$ cat config.mk
export PLATFORM = sky130hd
export DESIGN_NAME = bsg_nor3_share_rr
export DESIGN_NICKNAME = d
export VERILOG_FILES = /design/src/rtl/bsg_nor3_share_rr.sv
export SDC_FILE = /design/constraint.sdc
export NUM_CORES = 1
export LEC_CHECK = 0
export BUFFER_PORTS_ARGS = -buffer_cell sky130_fd_sc_hd__buf_2
export CORE_MARGIN = 1.5
export CORE_UTILIZATION = 39
export CTS_BUF_LIST = sky130_fd_sc_hd__clkbuf_4 sky130_fd_sc_hd__clkbuf_8
export DETAILED_ROUTE_END_ITERATION = 10
export GPL_TIMING_DRIVEN = 0
export PLACE_DENSITY = 0.83
export SYNTH_ARGS = -nofsm -noshare
export SYNTH_HDL_FRONTEND = slang
export SYNTH_SLANG_ARGS = --single-unit
export TNS_END_PERCENT = 100
$ cat constraint.sdc
create_clock -name clk_i -period 4 [get_ports clk_i]
set_input_delay 0.6 -clock clk_i [delete_from_list [all_inputs] [get_ports clk_i]]
set_output_delay 0.6 -clock clk_i [all_outputs]
set_load 0.02 [all_outputs]
$ cat src/rtl/bsg_nor3_share_rr.sv
// ---------------------------------------------------------------------------
// bsg_nor3 / bsg_nor3_share_rr
//
// Purpose:
//   bsg_nor3 is a width_p-bit three-input NOR row.  With harden_p=1 it is
//   built as an explicit per-bit gate row so a hardened cell can be mapped
//   onto each bit.  With harden_p=0 it is a plain vector expression.
//
//   bsg_nor3_share_rr time-shares one bsg_nor3 row among els_p requesters.
//   A round-robin arbiter picks one valid requester per cycle while the
//   one-entry output slot is free (empty, or being drained this cycle).  The
//   winner's operands go through a one-hot mux into the NOR row, and the
//   result is registered together with the winner's index.
//
// Ports (bsg_nor3_share_rr):
//   clk_i    in   1                 clock
//   reset_i  in   1                 synchronous active-high reset
//   v_i      in   els_p             per-requester valid
//   a_i      in   els_p*width_p     operand A, requester k at [k*width_p +: width_p]
//   b_i      in   els_p*width_p     operand B, same packing
//   c_i      in   els_p*width_p     operand C, same packing
//   yumi_o   out  els_p             one-hot grant, operands consumed this cycle
//   v_o      out  1                 output slot holds a valid result
//   data_o   out  width_p           registered ~(a|b|c) of the granted triple
//   id_o     out  id_width_lp       index of the requester that produced data_o
//   yumi_i   in   1                 consumer takes data_o/id_o this cycle
//
// Ports (bsg_nor3):
//   a_i, b_i, c_i  in   width_p     operands
//   o              out  width_p     ~(a_i | b_i | c_i)
//
// width_p is expected to be 1..34 when harden_p=1 (the range of the hardened
// gate row); els_p must be at least 1.
// ---------------------------------------------------------------------------

module bsg_nor3 #(
  parameter int width_p  = 1,
  parameter bit harden_p = 1'b0
) (
  input  logic [width_p-1:0] a_i,
  input  logic [width_p-1:0] b_i,
  input  logic [width_p-1:0] c_i,
  output logic [width_p-1:0] o
);

  // The hardened flavour is written bit by bit so that each bit is its own
  // gate instance a placement flow can swap for a hard cell; logically both
  // branches compute the same function.
  if (harden_p) begin : g_hard
    for (genvar i = 0; i < width_p; i++) begin : g_bit
      assign o[i] = ~(a_i[i] | b_i[i] | c_i[i]);
    end
  end else begin : g_soft
    assign o = ~(a_i | b_i | c_i);
  end

endmodule


module bsg_nor3_share_rr #(
  parameter int width_p  = 8,
  parameter int els_p    = 4,
  parameter int harden_p = 0,
  localparam int id_width_lp = (els_p > 1) ? $clog2(els_p) : 1
) (
  input  logic                       clk_i,
  input  logic                       reset_i,

  input  logic [els_p-1:0]           v_i,
  input  logic [els_p*width_p-1:0]   a_i,
  input  logic [els_p*width_p-1:0]   b_i,
  input  logic [els_p*width_p-1:0]   c_i,
  output logic [els_p-1:0]           yumi_o,

  output logic                       v_o,
  output logic [width_p-1:0]         data_o,
  output logic [id_width_lp-1:0]     id_o,
  input  logic                       yumi_i
);

  logic                   slot_free;
  logic                   any_v;
  logic                   grant_v;
  logic [id_width_lp-1:0] ptr_r;
  logic [id_width_lp-1:0] winner;
  logic [els_p-1:0]       winner_oh;
  logic                   arb_found;
  logic [width_p-1:0]     sel_a;
  logic [width_p-1:0]     sel_b;
  logic [width_p-1:0]     sel_c;
  logic [width_p-1:0]     nor_o;

  // The slot can take a new result when it is empty or when the consumer is
  // draining it this very cycle, which gives one result per cycle.
  assign slot_free = ~v_o | yumi_i;
  assign any_v     = |v_i;
  assign grant_v   = slot_free & any_v & ~reset_i;

  // Round-robin search: walk upward from the pointer, wrapping past
  // els_p-1, and take the first requester with v_i set.  The walk is done
  // on an integer index so non-power-of-two els_p wraps correctly.  With
  // els_p=1 this collapses to "requester 0 if valid".
  always_comb begin
    winner    = '0;
    winner_oh = '0;
    arb_found = 1'b0;
    for (int i = 0; i < els_p; i++) begin
      int idx;
      idx = int'(ptr_r) + i;
      if (idx >= els_p) begin
        idx = idx - els_p;
      end
      if (!arb_found && v_i[idx]) begin
        arb_found      = 1'b1;
        winner         = id_width_lp'(idx);
        winner_oh[idx] = 1'b1;
      end
    end
  end

  // Grants only go out when the slot can accept them and never during reset.
  assign yumi_o = grant_v ? winner_oh : '0;

  // One-hot AND-OR mux selecting the winner's operand slices.  It is driven
  // by the ungated one-hot so the mux does not depend on slot state; the
  // result is only captured when a grant actually happens.
  always_comb begin
    sel_a = '0;
    sel_b = '0;
    sel_c = '0;
    for (int k = 0; k < els_p; k++) begin
      if (winner_oh[k]) begin
        sel_a = sel_a | a_i[k*width_p +: width_p];
        sel_b = sel_b | b_i[k*width_p +: width_p];
        sel_c = sel_c | c_i[k*width_p +: width_p];
      end
    end
  end

  // The single shared NOR row, fed straight from the mux.
  bsg_nor3 #(
    .width_p  (width_p),
    .harden_p (harden_p != 0)
  ) nor3 (
    .a_i (sel_a),
    .b_i (sel_b),
    .c_i (sel_c),
    .o   (nor_o)
  );

  // Output slot and round-robin pointer.  A grant refills the slot and moves
  // priority to the requester just after the winner.  A drain without a
  // grant only clears the valid; data and id keep their last values.  When
  // the slot is full and not drained everything holds.
  always_ff @(posedge clk_i) begin
    if (reset_i) begin
      v_o    <= 1'b0;
      data_o <= '0;
      id_o   <= '0;
      ptr_r  <= '0;
    end else if (grant_v) begin
      v_o    <= 1'b1;
      data_o <= nor_o;
      id_o   <= winner;
      if (winner == id_width_lp'(els_p - 1)) begin
        ptr_r <= '0;
      end else begin
        ptr_r <= winner + id_width_lp'(1);
      end
    end else if (yumi_i) begin
      v_o <= 1'b0;
    end
  end

  // The consumer may only take a result that is actually there.
  yumi_without_valid: assert property (
    @(posedge clk_i) disable iff (reset_i) !(yumi_i && !v_o)
  );

  // At most one requester is granted in any cycle.
  yumi_onehot: assert property (
    @(posedge clk_i) $onehot0(yumi_o)
  );

endmodule

==> reports/summary.md, run 1 <==
The run finished with clean final reports. After detailed routing, the number of remaining DRC violations is 0. Endpoint of the most critical register-to-register path: data_o[4]. The number of nets in the synthesized netlist is 267, and the total number of H-tree levels is 1.

The wire length of the first global-routing pass came out at 5.84 mm. The final wirelength is 4.19 mm, and the slew at the pin closest to its max-slew limit is 0.559 ns. The analysis attributes to cell leakage a power of 0.000969 µW. At the worst endpoint, the required time is 3.40 ns. The path class of the tightest hold or removal check is register to register.

The run gives 0 as the final number of max-transition violations. The worst register-to-register path has a setup slack of 0.91 ns. The synthesized instance count was 160.

The number of clock buffers added by TritonCTS is 3. Row generation in the floorplan step produced 20 rows. Ranked by instance count, the synthesized netlist is headed by 21 x nor3_1, 14 x a21oi_1, 13 x dfxtp_1, 10 x nor2_1, 10 x o31ai_1. Global routing finished with a remaining overflow of 0. The destination of the worst hold path was data_o[7].

Total power for the finished layout comes to 707 µW. The pre-antenna-repair detailed-routing pass consisted of 6 iterations. After the last flow step, the layout net total stands at 387. Across the routed clock network, the largest skew measured is 0.00295 ns. The die is 61.2 µm tall. The startpoint of the lowest-slack hold path is data_o[7]. Summing every instance area after synthesis gives 1320 µm². The prevailing post-synth register cell is dfxtp_1. Counting along the longest clock path gives a buffer depth of 2. The number of fillers in the final layout is 285. The logs give 0 for the count of inserted antenna diode cells and 3130 µm² for the core outline area. The arrival time at the worst endpoint was 3.19 ns; the per-cell via count in the routed design was 5.30.

The count of buffers added on input and output ports is 115. Setup repair after global routing left no endpoint under its margin. The worst hold path stage count came out at 1. Setup violations remaining at the end of the flow were counted as 0. Summed over all nets, the half-perimeter wirelength after detailed placement is 3.59 mm. The most common cell type on the critical path is buf_2. The critical-path cell with the highest stage delay is o31ai_4.

For the number of failing hold endpoints at the final stage, the log shows 0. Cell accounting for the most synthesized area: dfxtp_1. The post-layout minimum cycle time was 3.79 ns; the areal power density over the cells was 357 nW/µm². Once the clock tree was built, the resizer swapped 0 gates to a different size. After routing, the total negative slack on setup checks comes to 0 ns.

In this design, the stage delay of the slowest critical-path cell is 0.47 ns. The fraction of the cycle the final worst path needs works out to 94.6%. The tools report the count of different cell masters after synthesis as 40. The share of async-settable or async-resettable flops after synthesis was 0%; the floorplan die area was 3750 µm². Across the run, the number of max-cap violations was 0. The horizontal die dimension was 61.2 µm; the via count of the first global-routing pass was 1,383. The average instance in the mapped netlist occupies 8.27 µm². The synthesis-to-layout area growth was 49.8%. The fraction of final layout cells sized beyond drive strength 1 works out to 49.5%. Sorting the synthesized cells by area gives the leading types as dfxtp_1 20%, nor3_1 7.9%, a32o_1 6.1%. Maximum clock frequency: 0.264 GHz. Clock tree synthesis selected as its root buffer the cell clkbuf_4. Hold repair after CTS inserted 0 buffers. The critical path is of the register to primary output type. The signal on the critical path passes through buf_2 -> inv_2 -> ha_1 -> buf_6 -> inv_1 -> mux2_2 -> o31ai_4 -> a211o_1 -> buf_2 -> nor2b_1 -> buf_2.

TritonCTS built the clock tree. Later-pin clock latency in the skew report: 0.28 ns. The CTS sink count is 13, and the worst vdd rail ir drop is 0.307 mV. Number of enable-type register cells in the synthesized netlist: 0.

STA classifies the critical path endpoint as a primary output. After clock tree synthesis, the clock-pin slew on the worst setup and hold paths is 0.08 ns. The tools report the final weighted congestion of routability-driven global placement as 0.880.

Counting cells, the worst reg-to-reg path comes to 11. The routed layout has 1,711 vias. Global routing used 20.7% of the available tracks across all layers. The run gives 118 as the I/O pin count. After synthesis the netlist holds a flip-flop and latch count of 13. Once the floorplan was initialized, standard cells occupied 42.3% of the core. The count of nets left with antenna violations after detail routing was 0. For the number of buffers inserted to repair setup after CTS, the log shows 0. The most repeated cell in the gate-level netlist after synthesis is nor3_1. The number of antenna violations at the first check in global routing was 0.

For the sequential cell area fraction in the yosys report, the log shows 19.7%. The top cell type by area accounts for 19.7% of the synthesized area. The routed length per instance is 13.0 µm. For this block, the initial DRC count from the detailed router was 69.

The tools report the remaining max-slew budget at the tightest pin as 62.6%. The element type at the critical path start is a register. The run gives 0 as the number of warnings printed during yosys synthesis. The maximum fanout encountered on the critical timing path was 10; the largest net degree at the start of global routing was 11.
cells by family (layout without fill, tap and decap cells):
family	count (synthesis)	in the layout	synth area share (%)
buf+inv	18	137	7.00
simple gates	62	62	25.3
mux	6	6	7.57
fa+ha+maj	4	4	3.78
flops	13	13	19.7
compound gates	57	57	36.7
layout make-up:
class / instances / area (µm²) / area share, %
plain buffers: 9 / 58.8 / 2.97
clock buffers: 3 / 22.5 / 1.14
clock inverters: 1 / 5.00 / 0.253
inverters: 9 / 33.8 / 1.71
multi-input cells: 129 / 970 / 49.0
flip-flops and latches: 13 / 260 / 13.1
well taps: 44 / 55.1 / 2.78
repair buffers: 115 / 576 / 29.1
layer usage:
layer / GRT usage (%) / share of wire, % / vias to the layer above / wire (µm)
met1: 28.1 / 41 / 768 / 1730
met2: 35.3 / 50 / 83 / 2090
met5: 0 / 0 / - / 0
met4: 2.80 / 0.48 / 0 / 20
met3: 3.57 / 8.5 / 2 / 354
li1: - / - / 858 / -
worst max-delay path, delay by kind of cell (launching register included):
kind | cells | cell delay (ns)
mux | 1 | 0.37
simple gates | 1 | 0.14
flops | 1 | 0.42
buf+inv | 6 | 1.00
compound gates | 2 | 0.66
fa+ha+maj | 1 | 0.31
through the flow:
| step | cells | setup WS (ns) | area [µm²] | util, % | hold slack (ns) |
|---|---|---|---|---|---|
| 2_1_floorplan | 160 | 0.822 | 1320 | - | 0.534 |
| 3_3_place_gp | 319 | 0.610 | 1950 | 62.4 | 0.443 |
| 3_5_place_dp | 319 | 0.556 | 1950 | 62.4 | 0.454 |
| 4_1_cts | 323 | 0.233 | 1980 | 63.3 | 0.474 |
| 5_1_grt | 323 | 0.0383 | 1980 | 63.3 | 0.492 |
| 6_report | 323 | 0.215 | 1980 | 63.3 | 0.469 |
sequential cells by signal (all words and copies together), names as in the netlist, named ones only:
name    count
data_o      8
v_o         1
id_o        2
ptr_r       1
where the power goes:
group	internal (µW)	switching, µW	leakage, µW
sequential	160	18.8	0.000108
combinational	207	240	0.000844
clock	37.1	43.2	0.0000177
total	404	302	0.000969
worst max-delay path by stage:
| stage | end | slack [ns] | depth (start not counted) |
|---|---|---|---|
| CTS | yumi_o[0] | 0.23 | 11 |
| finish | yumi_o[1] | 0.21 | 11 |
| floorplan | yumi_o[0] | 0.82 | 10 |
| global placement | yumi_o[1] | 0.61 | 11 |
| detailed placement | yumi_o[0] | 0.56 | 11 |
| global route | yumi_o[1] | 0.04 | 11 |
layout by cell type, fill, tap and decap left out, drive strengths merged, types with 3 or more instances in the layout:
master,n
or3,8
inv,9
o21ai,4
nand2,5
a32o,8
nor2,10
nor2b,3
o22a,8
clkbuf,4
nor3,21
buf,123
o31ai,11
a21oi,14
a211o,3
dfxtp,13
nand2b,8
mux4,3
ha,4
(Power assumes the default switching activity.)
==> inputs of run 2 (changes only) <==
--- a/config.mk
+++ b/config.mk
@@ -7,11 +7,11 @@
 export LEC_CHECK = 0
 export BUFFER_PORTS_ARGS = -buffer_cell sky130_fd_sc_hd__buf_2
 export CORE_MARGIN = 1.5
-export CORE_UTILIZATION = 39
+export CORE_UTILIZATION = 42
 export CTS_BUF_LIST = sky130_fd_sc_hd__clkbuf_4 sky130_fd_sc_hd__clkbuf_8
 export DETAILED_ROUTE_END_ITERATION = 10
 export GPL_TIMING_DRIVEN = 0
-export PLACE_DENSITY = 0.83
+export PLACE_DENSITY = 0.89
 export SYNTH_ARGS = -nofsm -noshare
 export SYNTH_HDL_FRONTEND = slang
 export SYNTH_SLANG_ARGS = --single-unit
==> constraint.sdc (replaced) <==
create_clock -name clk_i -period 4.85 [get_ports clk_i]
set_input_delay 0.7275 -clock clk_i [delete_from_list [all_inputs] [get_ports clk_i]]
set_output_delay 0.7275 -clock clk_i [all_outputs]
set_load 0.02 [all_outputs]
==> run 2 against run 1 <==
  * Worst setup slack better by 0.74 ns
  * Core utilization is 2.1 points higher
  * Largest cell class unchanged
  * Cell count stayed put
  * Via count is 2.2% higher
  * Cell area stayed put
  * Critical path type unchanged
  * Largest power group unchanged
  * Global-route usage is 3.3 points higher
==> reports/summary.md, run 2 (synthesized netlist as in run 1, its figures left out) <==
The die height works out to 59.1 µm (-3.5%). TritonCTS built the clock tree. The static leakage was 0.000969 µW (unchanged). The worst vdd rail ir drop is 0.191 mV (-38%).

The HPWL after detailed placement was 3.59 mm (-0.20%). The flow ran to the end, and the final reports show no timing, DRC or antenna violations. The worst hold path begins at data_o[7]. Arrival time at the worst endpoint: 3.16 ns (-0.03 ns). The data required time at the worst endpoint was 4.12 ns (+0.72 ns). The tools report the endpoint of the most critical register-to-register path as data_o[4]. The worst setup path is captured at a primary output. Setup repair after global routing left no endpoint under its margin.

The largest registers in the layout are data_o x8, id_o x2. The run gives 6.38 mm (+9.3%) as the wire length of the first global-routing pass. The per-cell via count in the routed design was 5.41 (+2.2%); the length of the first detailed-routing pass in iterations was 4 (-2). Leaving out fill and tap cells, the most frequent cell in the layout is buf_2. The tools report the number of setup violations in the final report as 0 (unchanged).

The clock skew was 0.00641 ns (+0.00346 ns); the flip-flop count of the largest register, all copies and words added was 8 (unchanged). The run gives 3490 µm² (-6.8%) as the floorplan die area. The number of gates given a new drive strength after cts was 0 (unchanged); the final number of max-transition violations was 0 (unchanged).

The run gives 589 µW (-17%) as the total power. The logs give 118 (unchanged) for the I/O pin count and 3 (unchanged) for the total clock buffers created by CTS. The tools report the cell chosen for the clock root as clkbuf_4. The synthesis-to-layout area growth was 49.8% (unchanged); the CTS sink count was 13 (unchanged). The final wirelength came out at 4.28 mm (+2.2%). Fraction of final layout cells sized beyond drive strength 1: 49.5% (unchanged).

For the worst setup margin, the log shows 0.959 ns (+0.744 ns). The number of cells on the worst reg-to-reg path was 11 (unchanged). The maximum fanout encountered on the critical timing path was 10 (unchanged); the count of input and output buffers was 115 (unchanged).

The register name with the most flops is data_o. The tools report the core outline area as 3030 µm² (-3.2%). The tools report the number of antenna violations at the first check in global routing as 0 (unchanged). Dividing the final minimum period by the clock period gives 80.2%. The internal reg-to-reg setup slack is 1.85 ns (+0.94 ns). The largest net degree at the start of global routing is 11 (unchanged). The total number of vias came out at 1,749 (+2.2%).

The logs give 20 (unchanged) for the number of rows created at floorplan and 0 (unchanged) for the number of buffers added to fix hold violations after cts. The destination of the worst hold path is data_o[7]. The number of failing hold endpoints at the final stage was 0 (unchanged); the later-pin clock latency in the skew report was 0.28 ns (about the same).

The sum of negative setup slack was 0 ns (unchanged); the via count of the first global-routing pass was 1,453 (+5.1%). The CTS clock-pin slew for the worst setup and hold paths was 0.09 ns (about the same); the starting utilization of the core area was 43.7% (+1.4 points). Horizontal die dimension: 59.1 µm (-3.5%). The count of inserted antenna diode cells came out at 0 (unchanged).

The total number of H-tree levels is 1 (unchanged). The worst hold path stage count was 1 (unchanged); the number of DRC markers after the initial detailed-route iteration was 78 (+13%). The run gives 387 (unchanged) as the final layout net count.

The logs give 0 (unchanged) for the max-capacitance violation count and 0.257 GHz for the maximum clock frequency. The total routing resource utilization after global routing is 24.0% (+3.3 points). The run gives 1.30 ns (+0.740 ns) as the setup slack after placement. The library cells used most frequently in the layout, excluding fill and tap cells, are 120 x buf_2, 21 x nor3_1, 14 x a21oi_1. The worst hold path belongs to the class register to register. The areal power density over the cells came out at 298 nW/µm² (-17%). The worst path needs 3.89 ns of the cycle, external delays included.

The final weighted congestion of routability-driven global placement was 0.822 (-6.6%); the total global routing overflow was 0 (unchanged). The startpoint-to-endpoint class of the critical path was register to primary output. The remaining max-slew budget at the tightest pin was 57.9% (-4.7 points); the slew at the pin closest to its max-slew limit was 0.629 ns (+0.0698 ns).

The routed length per instance works out to 13.3 µm (+2.2%). The element type at the critical path start is a register. The count of nets left with antenna violations after detail routing is 0 (unchanged), and the number of buffers inserted to repair setup after CTS is 0 (unchanged). The DRC violation count after routing came out at 0 (unchanged).

For the deepest clock path buffer count, the log shows 2 (unchanged).
-- run 2: layer usage --
metal	wire length [µm]	up-vias	global-route usage (%)
met2	2140	81	40.2
met3	331	6	5.46
met1	1770	803	30.7
met4	42	0	6.82
met5	0	-	0
li1	-	859	-
-- run 2: layout make-up --
| class | count | area (µm²) |
|---|---|---|
| Multi-Input combinational cell | 129 | 970 |
| Tap cell | 44 | 55.1 |
| Timing Repair Buffer | 115 | 576 |
| Clock inverter | 1 | 5.00 |
| Buffer | 9 | 58.8 |
| Clock buffer | 3 | 22.5 |
| Inverter | 9 | 33.8 |
| Fill cell | 270 | 1050 |
| Sequential cell | 13 | 260 |
-- run 2: worst max-delay path: stages, from the launching register on --
cell	delay, ns
dfxtp_1	0.41
buf_2	0.25
inv_2	0.09
ha_1	0.31
buf_6	0.14
inv_1	0.11
mux2_2	0.37
o31ai_4	0.44
a211o_1	0.20
buf_2	0.21
nor2b_1	0.17
buf_2	0.18
-- run 2: worst max path at each step --
stage / cells past startpoint / endpoint / startpoint / slack (ns)
2_1_floorplan: 10 / yumi_o[0] / register / 1.54
3_3_place_gp: 11 / yumi_o[0] / register / 1.33
3_5_place_dp: 11 / yumi_o[0] / register / 1.30
4_1_cts: 11 / yumi_o[0] / register / 0.95
5_1_grt: 11 / yumi_o[0] / register / 0.76
6_report: 11 / yumi_o[0] / register / 0.96
-- run 2: through the flow --
stage,instance area (µm²),hold slack [ns],util [%],instances
after floorplan,1320,0.534,-,160
after CTS,1980,0.476,65.4,323
after global routing,1980,0.496,65.4,323
after global placement,1950,0.443,64.5,319
final,1980,0.473,65.4,323
after detailed placement,1950,0.457,64.5,319
-- run 2: power by group --
group | internal, µW | leakage (µW) | total (µW) | switching [µW]
Sequential | 132 | 0.000108 | 149 | 16.4
Clock | 30.7 | 0.0000177 | 69.3 | 38.6
Combinational | 171 | 0.000844 | 371 | 200
==> inputs of run 3 (changes only) <==
--- a/config.mk
+++ b/config.mk
@@ -7,11 +7,11 @@
 export LEC_CHECK = 0
 export BUFFER_PORTS_ARGS = -buffer_cell sky130_fd_sc_hd__buf_2
 export CORE_MARGIN = 1.5
-export CORE_UTILIZATION = 42
+export CORE_UTILIZATION = 35
 export CTS_BUF_LIST = sky130_fd_sc_hd__clkbuf_4 sky130_fd_sc_hd__clkbuf_8
 export DETAILED_ROUTE_END_ITERATION = 10
 export GPL_TIMING_DRIVEN = 0
-export PLACE_DENSITY = 0.89
+export PLACE_DENSITY = 0.79
 export SYNTH_ARGS = -nofsm -noshare
 export SYNTH_HDL_FRONTEND = slang
 export SYNTH_SLANG_ARGS = --single-unit
==> constraint.sdc (replaced) <==
create_clock -name clk_i -period 3.4 [get_ports clk_i]
set_input_delay 0.51 -clock clk_i [delete_from_list [all_inputs] [get_ports clk_i]]
set_output_delay 0.51 -clock clk_i [all_outputs]
set_load 0.02 [all_outputs]
==> run 3 against run 2 <==
  * Sequential power increased by 43%
  * Critical path type unchanged
  * Cell area increased by 4.7%
  * Clock power increased by 98%
  * Largest power group unchanged
  * Largest cell class unchanged
  * Worst setup slack got worse by 0.83 ns
  * Global-route usage down 5.5 points
  * Combinational power increased by 52%
==> reports/summary.md, run 3 (synthesized netlist as in run 1, its figures left out) <==
The routed length per instance works out to 12.3 µm (-7.6%). The tools report the post-route worst hold slack as 0.458 ns (-0.0147 ns). The critical-path cell with the highest stage delay is mux4_2. The sum of negative setup slack is 0 ns (unchanged). The deepest clock path buffer count is 2 (unchanged), and the count of input and output buffers is 115 (unchanged).

The tools report the remaining max-slew budget at the tightest pin as 59.1% (+1.2 points). The cell count after placement is 323 (+1.3%). The total clock buffers created by CTS came out at 3 (unchanged). The run gives 6.13 mm (-4.0%) as the wire length of the first global-routing pass. Worst setup margin: 0.127 ns (-0.832 ns). For the maximum clock frequency, the log shows 0.306 GHz. The worst setup path is captured at a primary output. For the non-filler instance count after layout, the log shows 334 (+3.4%). The category of cells accounting for the largest share of critical-path delay was buffers and inverters. The starting utilization of the core area is 36.4% (-7.3 points). The die height is 64.5 µm (+9.1%), and the number of failing hold endpoints at the final stage is 0 (unchanged). In the final layout, the registers with the most flip-flops are data_o x8, id_o x2. The horizontal die dimension was 64.5 µm (+9.1%). For the area taken by flip-flops and latches, the log shows 265 µm² (+1.9%). Class of the most critical hold timing path: register to register. The number of fillers in the final layout is 358 (+33%).

The peak per-stage delay on the critical path was 0.58 ns (+0.14 ns); the number of setup violations in the final report was 0 (unchanged). The maximum fanout encountered on the critical timing path is 10 (unchanged), and the number of DRC markers after the initial detailed-route iteration is 83 (+6.4%). For the count of nets left with antenna violations after detail routing, the log shows 0 (unchanged).

The tools report the floorplan die area as 4160 µm² (+19%). Slew at the pin closest to its max-slew limit: 0.611 ns (-0.0187 ns). The length of the first detailed-routing pass in iterations is 4 (unchanged).

TritonCTS built the clock tree. Counting flops per register, the top entry is data_o. The final layout net count is 394 (+1.8%), and the fraction of the cycle the final worst path needs is 96.3%. The most common library cell in the layout ignoring fill and taps was buf_2.

For the arrival time at the worst endpoint, the log shows 2.76 ns (-0.40 ns). Relative to the synthesized area, the layout overhead comes to 56.8%. The flip-flop count of the largest register, all copies and words added is 8 (unchanged).

The total number of H-tree levels came out at 1 (unchanged). Data required time at the worst endpoint: 2.89 ns (-1.23 ns). The logs give 0 (unchanged) for the max-capacitance violation count and 11 (unchanged) for the largest net degree at the start of global routing. Internal reg-to-reg setup slack: 0.52 ns (-1.33 ns).

The flow ran to the end, and the final reports show no timing, DRC or antenna violations. Walking the worst path, the cells encountered are buf_6 -> inv_2 -> ha_1 -> buf_6 -> mux4_2 -> nand2b_4 -> nor2_1 -> a211o_1 -> buf_2 -> nor2b_1 -> buf_2. Setup repair after global routing left no endpoint under its margin. I/O pin count: 118 (unchanged).

Leaving out fill and tap cells, the most frequent cells in the layout are 119 x buf_2, 21 x nor3_1, 14 x a21oi_1. The run gives 0 (unchanged) as the final number of max-transition violations. The run gives 0.24 ns (-0.04 ns) as the later-pin clock latency in the skew report.

The run gives 0.0541 ns (-1.24 ns) as the setup slack after placement. The static leakage came out at 0.00102 µW (+5.0%). The routed design could run at a clock period as short as 3.27 ns.

The DRC violation count after routing was 0 (unchanged); the final wirelength was 4.09 mm (-4.4%). The run gives 0 (unchanged) as the total global routing overflow. The worst setup path is launched from a register.

Cell chosen for the clock root: clkbuf_8. The logs give 13 (unchanged) for the CTS sink count and 1,722 (-1.5%) for the total number of vias. The final weighted congestion of routability-driven global placement is 0.886 (+7.7%). The CTS clock-pin slew for the worst setup and hold paths is 0.06 ns (-0.03 ns). The fraction of final layout cells sized beyond drive strength 1 was 51.4% (+1.9 points). The worst vdd rail ir drop was 0.229 mV (+20%); the critical path buffer and inverter count was 5 (-1). The count of inserted antenna diode cells is 0 (unchanged). The number of antenna violations at the first check in global routing is 0 (unchanged). The number of rows created at floorplan is 22 (+10%), and the HPWL after detailed placement is 3.30 mm (-8.0%). The core outline area came out at 3630 µm² (+20%).

The total power was 913 µW (+55%); the via count of the first global-routing pass was 1,435 (-1.2%). The per-cell via count in the routed design is 5.16 (-4.8%), and the clock skew is 0.00335 ns (-0.00306 ns). The areal power density over the cells was 441 nW/µm² (+48%); the total routing resource utilization after global routing was 18.4% (-5.5 points).

The startpoint-to-endpoint class of the critical path is register to primary output. The total area of multi-input combinational cells was 975 µm² (+0.52%).
==> run 3: changes by cell type in the layout (fill, tap and decap cells not counted), sizes merged <==
cell	change
buf	+7
==> run 3: layout make-up <==
type | instances | area share, %
Multi-Input combinational cell | 129 | 47.0
Timing Repair Buffer | 122 | 30.3
Sequential cell | 13 | 12.8
Buffer | 9 | 3.14
Tap cell | 48 | 2.90
Clock buffer | 3 | 1.99
Inverter | 9 | 1.63
Clock inverter | 1 | 0.241
==> run 3: worst register-to-register path: stages, from the launching register on <==
cell	delay, ns
dfxtp_4	0.37
buf_6	0.14
inv_2	0.06
ha_1	0.29
buf_6	0.14
mux4_2	0.58
buf_4	0.18
o32ai_4	0.27
a211oi_4	0.09
buf_4	0.16
o22a_1	0.23
a32o_1	0.25
==> run 3: metrics by stage <==
step	instance area, µm²	utilization (%)
3_3_place_gp	1960	53.9
6_report	2070	57.1
3_5_place_dp	1960	53.9
4_1_cts	2030	55.9
2_1_floorplan	1320	-
5_1_grt	2070	57.1
==> run 3: where the power goes <==
group          total [µW]  leakage, µW  switching (µW)  internal [µW]
clock                 137    0.0000255            56.5           80.8
sequential            213     0.000109            22.5            190
combinational         563     0.000884             292            271
total                 913      0.00102             371            543
==> run 3: final timing paths <==
path | start | endpoint | depth (start not counted)
max reg2reg | register | data_o[4] | 11
min reg2reg | data_o[3] | data_o[3] | 1
min | data_o[3] | data_o[3] | 1
max | register | yumi_o[0] | 11
==> run 3: timing repair <==
item | 4_1_cts | 5_1_grt
hold buffers | 0 | 0
resized for setup | 2 | 4
setup endpoints to repair | 4 | 4
buffers inserted | 3 | 4
pin swaps | 1 | 2
==> run 3: metal layers <==
layer | part of all wire (%) | GRT usage, % | vias up
met3 | 7.5 | 3.47 | 2
met4 | 0.44 | 3.19 | 0
met5 | 0 | 0 | -
met2 | 50 | 32.7 | 67
met1 | 42 | 23.5 | 778
li1 | - | - | 875
